### src/rtl/freq_frame_tx.sv
// Frequency-set link transmitter: frames a 28-bit word as START, B0..B3, END
// and shifts each byte out as 8N1 UART, LSB first.
module freq_frame_tx #(
  parameter int          CLKS_PER_BIT = 434,
  parameter logic [7:0]  START_BYTE   = 8'hFF,
  parameter logic [7:0]  END_BYTE     = 8'hFE
) (
  input  logic        clk,
  input  logic        rst_n,
  input  logic [27:0] freq_in,
  input  logic        send_req,
  output logic        busy,
  output logic        done,
  output logic        reject,
  output logic        tx
);

  localparam int              CNT_W     = $clog2(CLKS_PER_BIT);
  localparam logic [CNT_W-1:0] BAUD_LAST = CNT_W'(CLKS_PER_BIT - 1);

  localparam logic [2:0] S_IDLE  = 3'd0;
  localparam logic [2:0] S_START = 3'd1;
  localparam logic [2:0] S_DATA  = 3'd2;
  localparam logic [2:0] S_STOP  = 3'd3;
  localparam logic [2:0] S_DONE  = 3'd4;

  logic [2:0]       r_state;
  logic [CNT_W-1:0] r_baud;
  logic [2:0]       r_bitIdx;
  logic [2:0]       r_byteIdx;
  logic [27:0]      r_freq;
  logic             r_busy;
  logic             r_done;
  logic             r_reject;
  logic             r_tx;

  logic [7:0]       w_curByte;
  logic [2:0]       w_nextBit;
  logic             w_baudLast;
  logic             w_valid;

  // A data byte equal to END_BYTE would terminate the frame early at the receiver.
  assign w_valid = ({4'h0, freq_in[27:24]} != END_BYTE) &&
                   (freq_in[23:16] != END_BYTE) &&
                   (freq_in[15:8]  != END_BYTE) &&
                   (freq_in[7:0]   != END_BYTE);

  assign w_baudLast = (r_baud == BAUD_LAST);
  assign w_nextBit  = r_bitIdx + 3'd1;

  always_comb begin
    w_curByte = END_BYTE;
    case (r_byteIdx)
      3'd0:    w_curByte = START_BYTE;
      3'd1:    w_curByte = {4'h0, r_freq[27:24]};
      3'd2:    w_curByte = r_freq[23:16];
      3'd3:    w_curByte = r_freq[15:8];
      3'd4:    w_curByte = r_freq[7:0];
      default: w_curByte = END_BYTE;
    endcase
  end

  // tx is loaded one cycle ahead of each bit boundary so the pin is a plain flop output.
  always_ff @(posedge clk) begin
    if (!rst_n) begin
      r_state   <= S_IDLE;
      r_baud    <= '0;
      r_bitIdx  <= '0;
      r_byteIdx <= '0;
      r_freq    <= '0;
      r_busy    <= 1'b0;
      r_done    <= 1'b0;
      r_reject  <= 1'b0;
      r_tx      <= 1'b1;
    end else begin
      r_done   <= 1'b0;
      r_reject <= 1'b0;
      case (r_state)
        S_IDLE: begin
          if (send_req) begin
            r_freq <= freq_in;
            if (w_valid) begin
              r_state   <= S_START;
              r_baud    <= '0;
              r_byteIdx <= '0;
              r_busy    <= 1'b1;
              r_tx      <= 1'b0;
            end else begin
              r_reject <= 1'b1;
            end
          end
        end
        S_START: begin
          if (w_baudLast) begin
            r_baud   <= '0;
            r_bitIdx <= '0;
            r_state  <= S_DATA;
            r_tx     <= w_curByte[0];
          end else begin
            r_baud <= r_baud + 1'b1;
          end
        end
        S_DATA: begin
          if (w_baudLast) begin
            r_baud <= '0;
            if (r_bitIdx == 3'd7) begin
              r_state <= S_STOP;
              r_tx    <= 1'b1;
            end else begin
              r_bitIdx <= w_nextBit;
              r_tx     <= w_curByte[w_nextBit];
            end
          end else begin
            r_baud <= r_baud + 1'b1;
          end
        end
        S_STOP: begin
          if (w_baudLast) begin
            r_baud <= '0;
            if (r_byteIdx == 3'd5) begin
              r_state <= S_DONE;
              r_busy  <= 1'b0;
              r_done  <= 1'b1;
              r_tx    <= 1'b1;
            end else begin
              r_byteIdx <= r_byteIdx + 3'd1;
              r_state   <= S_START;
              r_tx      <= 1'b0;
            end
          end else begin
            r_baud <= r_baud + 1'b1;
          end
        end
        S_DONE: begin
          r_state   <= S_IDLE;
          r_byteIdx <= '0;
          r_bitIdx  <= '0;
        end
        default: begin
          r_state <= S_IDLE;
          r_busy  <= 1'b0;
          r_tx    <= 1'b1;
        end
      endcase
    end
  end

  assign busy   = r_busy;
  assign done   = r_done;
  assign reject = r_reject;
  assign tx     = r_tx;

endmodule

### config.mk
export PLATFORM = sky130hd
export DESIGN_NAME = freq_frame_tx
export DESIGN_NICKNAME = d
export VERILOG_FILES = /design/src/rtl/freq_frame_tx.sv
export SDC_FILE = /design/constraint.sdc
export NUM_CORES = 1
export LEC_CHECK = 0
export ABC_CLOCK_PERIOD_IN_PS = 2200
export CAP_MARGIN = 0
export CORE_ASPECT_RATIO = 1.5
export CORE_MARGIN = 2
export CORE_UTILIZATION = 55
export CTS_CLUSTER_DIAMETER = 40
export DETAILED_ROUTE_END_ITERATION = 8
export GPL_ROUTABILITY_DRIVEN = 0
export PLACE_DENSITY = 0.89
export SYNTH_ARGS = -nofsm -noshare
export SYNTH_HDL_FRONTEND = slang
export SYNTH_SLANG_ARGS = --single-unit
### constraint.sdc
create_clock -name clk -period 2.2 [get_ports clk]
set_input_delay 0.22 -clock clk [delete_from_list [all_inputs] [get_ports clk]]
set_output_delay 0.22 -clock clk [all_outputs]
set_load 0.02 [all_outputs]
# Yosys cells after proc, flatten, opt, wreduce, memory -nomap -nowiden
# Index checks and enable logic that the tools add are counted.
totals:
  register_bits: 50
  out_inout_bits: 4
  elab_cells: 94
classes:
  n_addsub: 3
  n_lt_le_gt_ge: 1
  eq_ne: 23
  n_mux: 38
  bitwise: 2
  reduce_logical: 18
ops:
  columns: ["op", "n"]
  rows:
  - ["$mux W3", 14]
  - ["$pmux W8 S5", 1]
  - ["$mux W9", 3]
  - ["$ne A8 B8 Y1 const B", 3]
  - ["$ne A2 B2 Y1 const B", 9]
  - ["$pmux W3 S3", 2]
  - ["$pmux W9 S2", 1]
  - ["$mux W1", 13]
  - ["$eq A3 B2 Y1 const B", 4]
  - ["$eq A3 B3 Y1 const B", 4]
  - ["$pmux W3 S4", 1]
  - ["$reduce_and A6 Y1", 2]
  - ["$reduce_and A5 Y1", 2]
  - ["$add A9 B1 Y9 const B", 1]
  - ["$eq A9 B9 Y1 const B", 1]
  - ["$reduce_and A3 Y1", 3]
  - ["$add A3 B1 Y3 const B", 2]
  - ["$eq A3 B1 Y1 const B", 2]
  - ["$logic_not A3 Y1", 2]
  - ["$reduce_bool A3 Y1", 2]
  - ["$reduce_or A3 Y1", 2]
  - ["$pmux W1 S5", 1]
  - ["$lt A3 B4 Y1 const B", 1]
  - ["$reduce_and A4 Y1", 1]
  - ["other kinds (6)", 8]

# Logic depth before layout (Yosys ltp)
logic_depth:
  depth_word: 7
  ltp_mapped: 10

# Least setup slack after synthesis
# OpenSTA, ideal clock, no wires.
synth_timing:
  path_kind: "flip-flop to flip-flop"
  from: "register r_byteIdx[2]"
  to: "register r_tx, in the netlist tx"
  setup_time_ns: 0.122
  t_arrival_ns: 1.768
  required_time_ns: 2.078
  setup_slack_ns: 0.309
  stages_incl_launch_ff: 11
  path_buffers: 2
  period_less_slack_ns: 1.891
  path_cell_list: "dfxtp_1 > buf_2 > inv_1 > ha_1 > buf_2 > a21boi_0 > a22oi_1 > o311ai_0 > a211oi_1 > o211ai_1 > a21oi_1"
synth_via:
  elab_chain_cells: 7
  word_cells_on_any_way: 15
  cone_classes: "eq/ne: 5; mux: 9; reduce/logical: 1"
synth_lines:
  columns: ["element", "line_no", "source"]
  rows:
  - ["start, declared", "30", "logic [2:0] r_byteIdx;"]
  - ["start signal, assigned", "126", "r_byteIdx <= r_byteIdx + 3'd1;"]
  - ["$eq A3 B3 Y1 (tied with other cells)", "53", "case (r_byteIdx)"]
  - ["$pmux W8 S5", "53", null]
  - ["$bmux W1 S3", "111", "r_tx <= w_curByte[w_nextBit];"]
  - ["$mux W1 (not written as such)", "111", null]
  - ["$mux W1", "106", "if (r_bitIdx == 3'd7) begin"]
  - ["$mux W1", "104", "if (w_baudLast) begin"]
  - ["$pmux W1 S5 (*)", "78", "case (r_state)"]
  - ["end signal, assigned", "98", "r_tx <= w_curByte[0];"]
  - ["end signal, assigned", "111", null]
  - ["end, declared", "35", "logic r_tx;"]
# Every way passes the cells marked *; elsewhere a longest branch is shown, timed or not. The select of a mux whose other input is x is not followed.
# A chain may end at the register's enable or synchronous reset.

# Final worst setup path
layout_timing:
  from: "register r_byteIdx[0]"
  to: "register r_tx, in the netlist tx"
# Same word-level chain as after synthesis.

==> metrics.cfg <==
[run_status]
status=complete, no violations

[global_routing]
grt_antenna_before_repair=0
track_usage_pct=25.8
grt_max_degree=43
grt_pass1_vias=2333
grt_pass1_wl_microns=10500
grt_overflow=0

[die]
start_util_pct=57.5
die_h_microns=88.8
row_count=30
pin_count=35
dieArea_sq_um=5370
die-width_microns=60.5
core_sq_um=4580

[setup_path]
cp.required_ns=2.41
r2r_end=tx$_SDFFE_PN1P_
rr_worst_depth=8
critPathKind=reg -> reg
arrival_ns=2.19
rr_startpoint=r_byteIdx[0]$_SDFFE_PN0P_
crit_path_end_kind=flip-flop
critPathLaunchType=flip-flop
cp_max_fo=9
reg2reg_slack_ns=0.22
critPathCapture=tx$_SDFFE_PN1P_
crit_start=r_byteIdx[0]$_SDFFE_PN0P_

[clocking]
clk_pin_slew_ns=0.09
cts_tree=yes
hold_buffers=0
cts_buffers=5
cts_buffer_depth=2
h-tree-depth=2
cts-root-buf=clkbuf_8
insertion_delay_ns=0.31
clock_sinks=50

[min_path]
hold_class=in -> reg

[sta]
hold_viol_final=0
finalCritPeriodShare_pct=90.0
fin_tns_setup_ns=0
slew_headroom_pct=68.6
slew_violations=0
skew_ns=0.0139
setup_viol=0
tightest_slew_ns=0.470
fin_crit_ns=1.98
fmax_mhz=505
rsz0062_at_grt=no

[placed_design]
io_buffers=34
dp_hpwl_microns=4650

[route]
wirelength_microns=6300
route.detailed.drc=0
viasPerCell=5.70
drt-wirelength-per-cell_microns=14.9
dr.pass1.iters=4
via_count=2407
drt_iter0_markers=97
drt.antenna.violating_nets=0

[synth]
synth_top_area_share_pct=38.0
synth-seq-cells=50
syn_nets=366
synth_compound_area_share_pct=18.9
yosys_warnings=0
yosys.area_share.simple_pct=28.5
yosysUniqueCellTypes=46
synthTopCellsByArea=dfxtp_1 38%, nand2_1 10%, a21boi_0 8.5%, ha_1 4.3%, nand3_1 3.0%
yosysSeqAreaShare_pct=38.0
synthArstFlopShare_pct=0
avgSynthCellArea_sq_um=8.08
synth_edf_count=0
synth_cells=326
yosys.area.top_type=dfxtp_1
synth_top_family_by_area=simple AND/OR/NAND/NOR gates
synth_ff_type=dfxtp_1
synth_area_sq_um=2640
synth_xor_area_share_pct=2.99
synthAdderAreaFrac_pct=4.27
post_synth_mux_area_share_pct=2.66

[cells_and_area]
syn_to_final_growth_pct=19.0
drive_gt1_share_pct=6.98
nets=397
diodes=0
n_fill_cell=397
multi_input_area_sq_um=1510
regArea_sq_um=1000

[pwr]
total_power_mw=1.73
power.leakage_nw=1.14
ir_worst_vdd_mv=0.418
powerDensity_nw_per_um2=553

[flow_run]
maxCapViolCount=0

==> worst min path at each step <==
stage | start | to | slack [ns] | cells after the start
final | freq_in[25] | r_freq[25]$_SDFFE_PN0P_ | 0.46 | 3
after global routing | r_freq[12]$_SDFFE_PN0P_ | r_freq[12]$_SDFFE_PN0P_ | 0.50 | 2
after CTS | freq_in[25] | r_freq[25]$_SDFFE_PN0P_ | 0.46 | 3
after detailed placement | r_freq[18]$_SDFFE_PN0P_ | r_freq[18]$_SDFFE_PN0P_ | 0.46 | 2
after global placement | r_freq[17]$_SDFFE_PN0P_ | r_freq[17]$_SDFFE_PN0P_ | 0.45 | 2
after floorplan | freq_in[10] | r_freq[10]$_SDFFE_PN0P_ | 0.36 | 2
==> layout by cell type (no fill, tap or decap), drive strengths merged, types with 2 or more instances in the layout <==
| cell | synthesis | final |
|---|---|---|
| o21ai | 4 | 4 |
| nand3 | 16 | 16 |
| a21boi | 30 | 30 |
| a31oi | 3 | 3 |
| buf | 10 | 10 |
| mux2i | 7 | 7 |
| a221oi | 2 | 2 |
| and3 | 3 | 3 |
| a211oi | 2 | 2 |
| nand4b | 3 | 3 |
| ha | 9 | 9 |
| nor3 | 5 | 5 |
| clkbuf | 10 | 7 |
| a21oi | 14 | 14 |
| inv | 10 | 10 |
| nand4 | 11 | 11 |
| nand2 | 73 | 73 |
| nor2b | 6 | 6 |
| nor2 | 20 | 20 |
| nand2b | 3 | 3 |
| a22oi | 4 | 4 |
| clkdlybuf4s50 | 0 | 34 |
| dfxtp | 50 | 50 |
| nand3b | 5 | 5 |
| xor2 | 8 | 8 |
==> cell usage after synthesis, drive strengths merged (3+ instances only) <==
master  number
a21boi      30
a21oi       14
a22oi        4
a31oi        3
and3         3
buf         10
clkbuf      10
dfxtp       50
ha           9
inv         10
mux2i        7
nand2       73
nand2b       3
nand3       16
nand3b       5
nand4       11
nand4b       3
nor2        20
nor2b        6
nor3         5
o21ai        4
xor2         8
==> through the flow <==
stage               setup WS [ns]  hold slack, ns  instance area [sq um]  utilization (%)  instances
floorplan                   0.309           0.365                   2640                -        326
global placement            0.280           0.452                   3050             66.5        414
detailed placement          0.164           0.462                   3050             66.5        414
CTS                         0.167           0.457                   3140             68.5        422
global route               0.0353           0.498                   3140             68.5        422
finish                      0.220           0.464                   3140             68.5        422
==> flip-flops by register name (all words and copies together), names as in the netlist <==
name,flops
r_freq,28
r_baud,9
r_bitIdx,3
r_byteIdx,3
r_state,3
busy,1
done,1
reject,1
tx,1
==> logic make-up (layout without fill, tap and decap cells) <==
| group | count (synthesis) | count (layout) |
|---|---|---|
| and+or+nand+nor | 152 | 152 |
| DFF | 50 | 50 |
| muxes | 7 | 7 |
| adders and majority gates | 9 | 9 |
| buffers and inverters | 30 | 62 |
| xor gates and xnor gates | 9 | 9 |
| AOI/OAI and AO/OA | 69 | 69 |
==> what timing repair did <==
| action | 4_1_cts | 5_1_grt |
|---|---|---|
| setup endpoints to repair | 0 | 1 |
| resized for setup | 0 | 2 |
| buffers inserted | 0 | 0 |
==> critical path, cell delays in order, from the launching register on <==
cell and delay [ns]:
dfxtp_1 0.35, ha_1 0.21, ha_1 0.28, a21boi_0 0.22
a31oi_1 0.11, a221oi_1 0.35, a211oi_1 0.08, o211ai_1 0.18
a21oi_1 0.08
==> routing by layer <==
metal	GRT usage (%)	wire length [microns]	vias to the layer above
met5	0	0	-
met4	14.8	305	0
met2	44.5	3180	92
li1	-	-	1196
met3	4.39	296	27
met1	29.3	2520	1092
==> final cells by class <==
type                    count  area share, %
clock buffers               7           2.75
clock inverters             1          0.160
inverters                  10           1.20
multi-input cells         246           48.2
flip-flops and latches     50           31.9
well taps                  64           2.55
repair buffers             44           13.2
==> report_power, final <==
| group | switching (mW) | leakage, nW | internal (mW) |
|---|---|---|---|
| sequential | 0.0295 | 0.408 | 0.942 |
| combinational | 0.102 | 0.682 | 0.107 |
| clock | 0.299 | 0.0482 | 0.254 |
| total | 0.430 | 1.14 | 1.30 |
(Power assumes the default switching activity.)
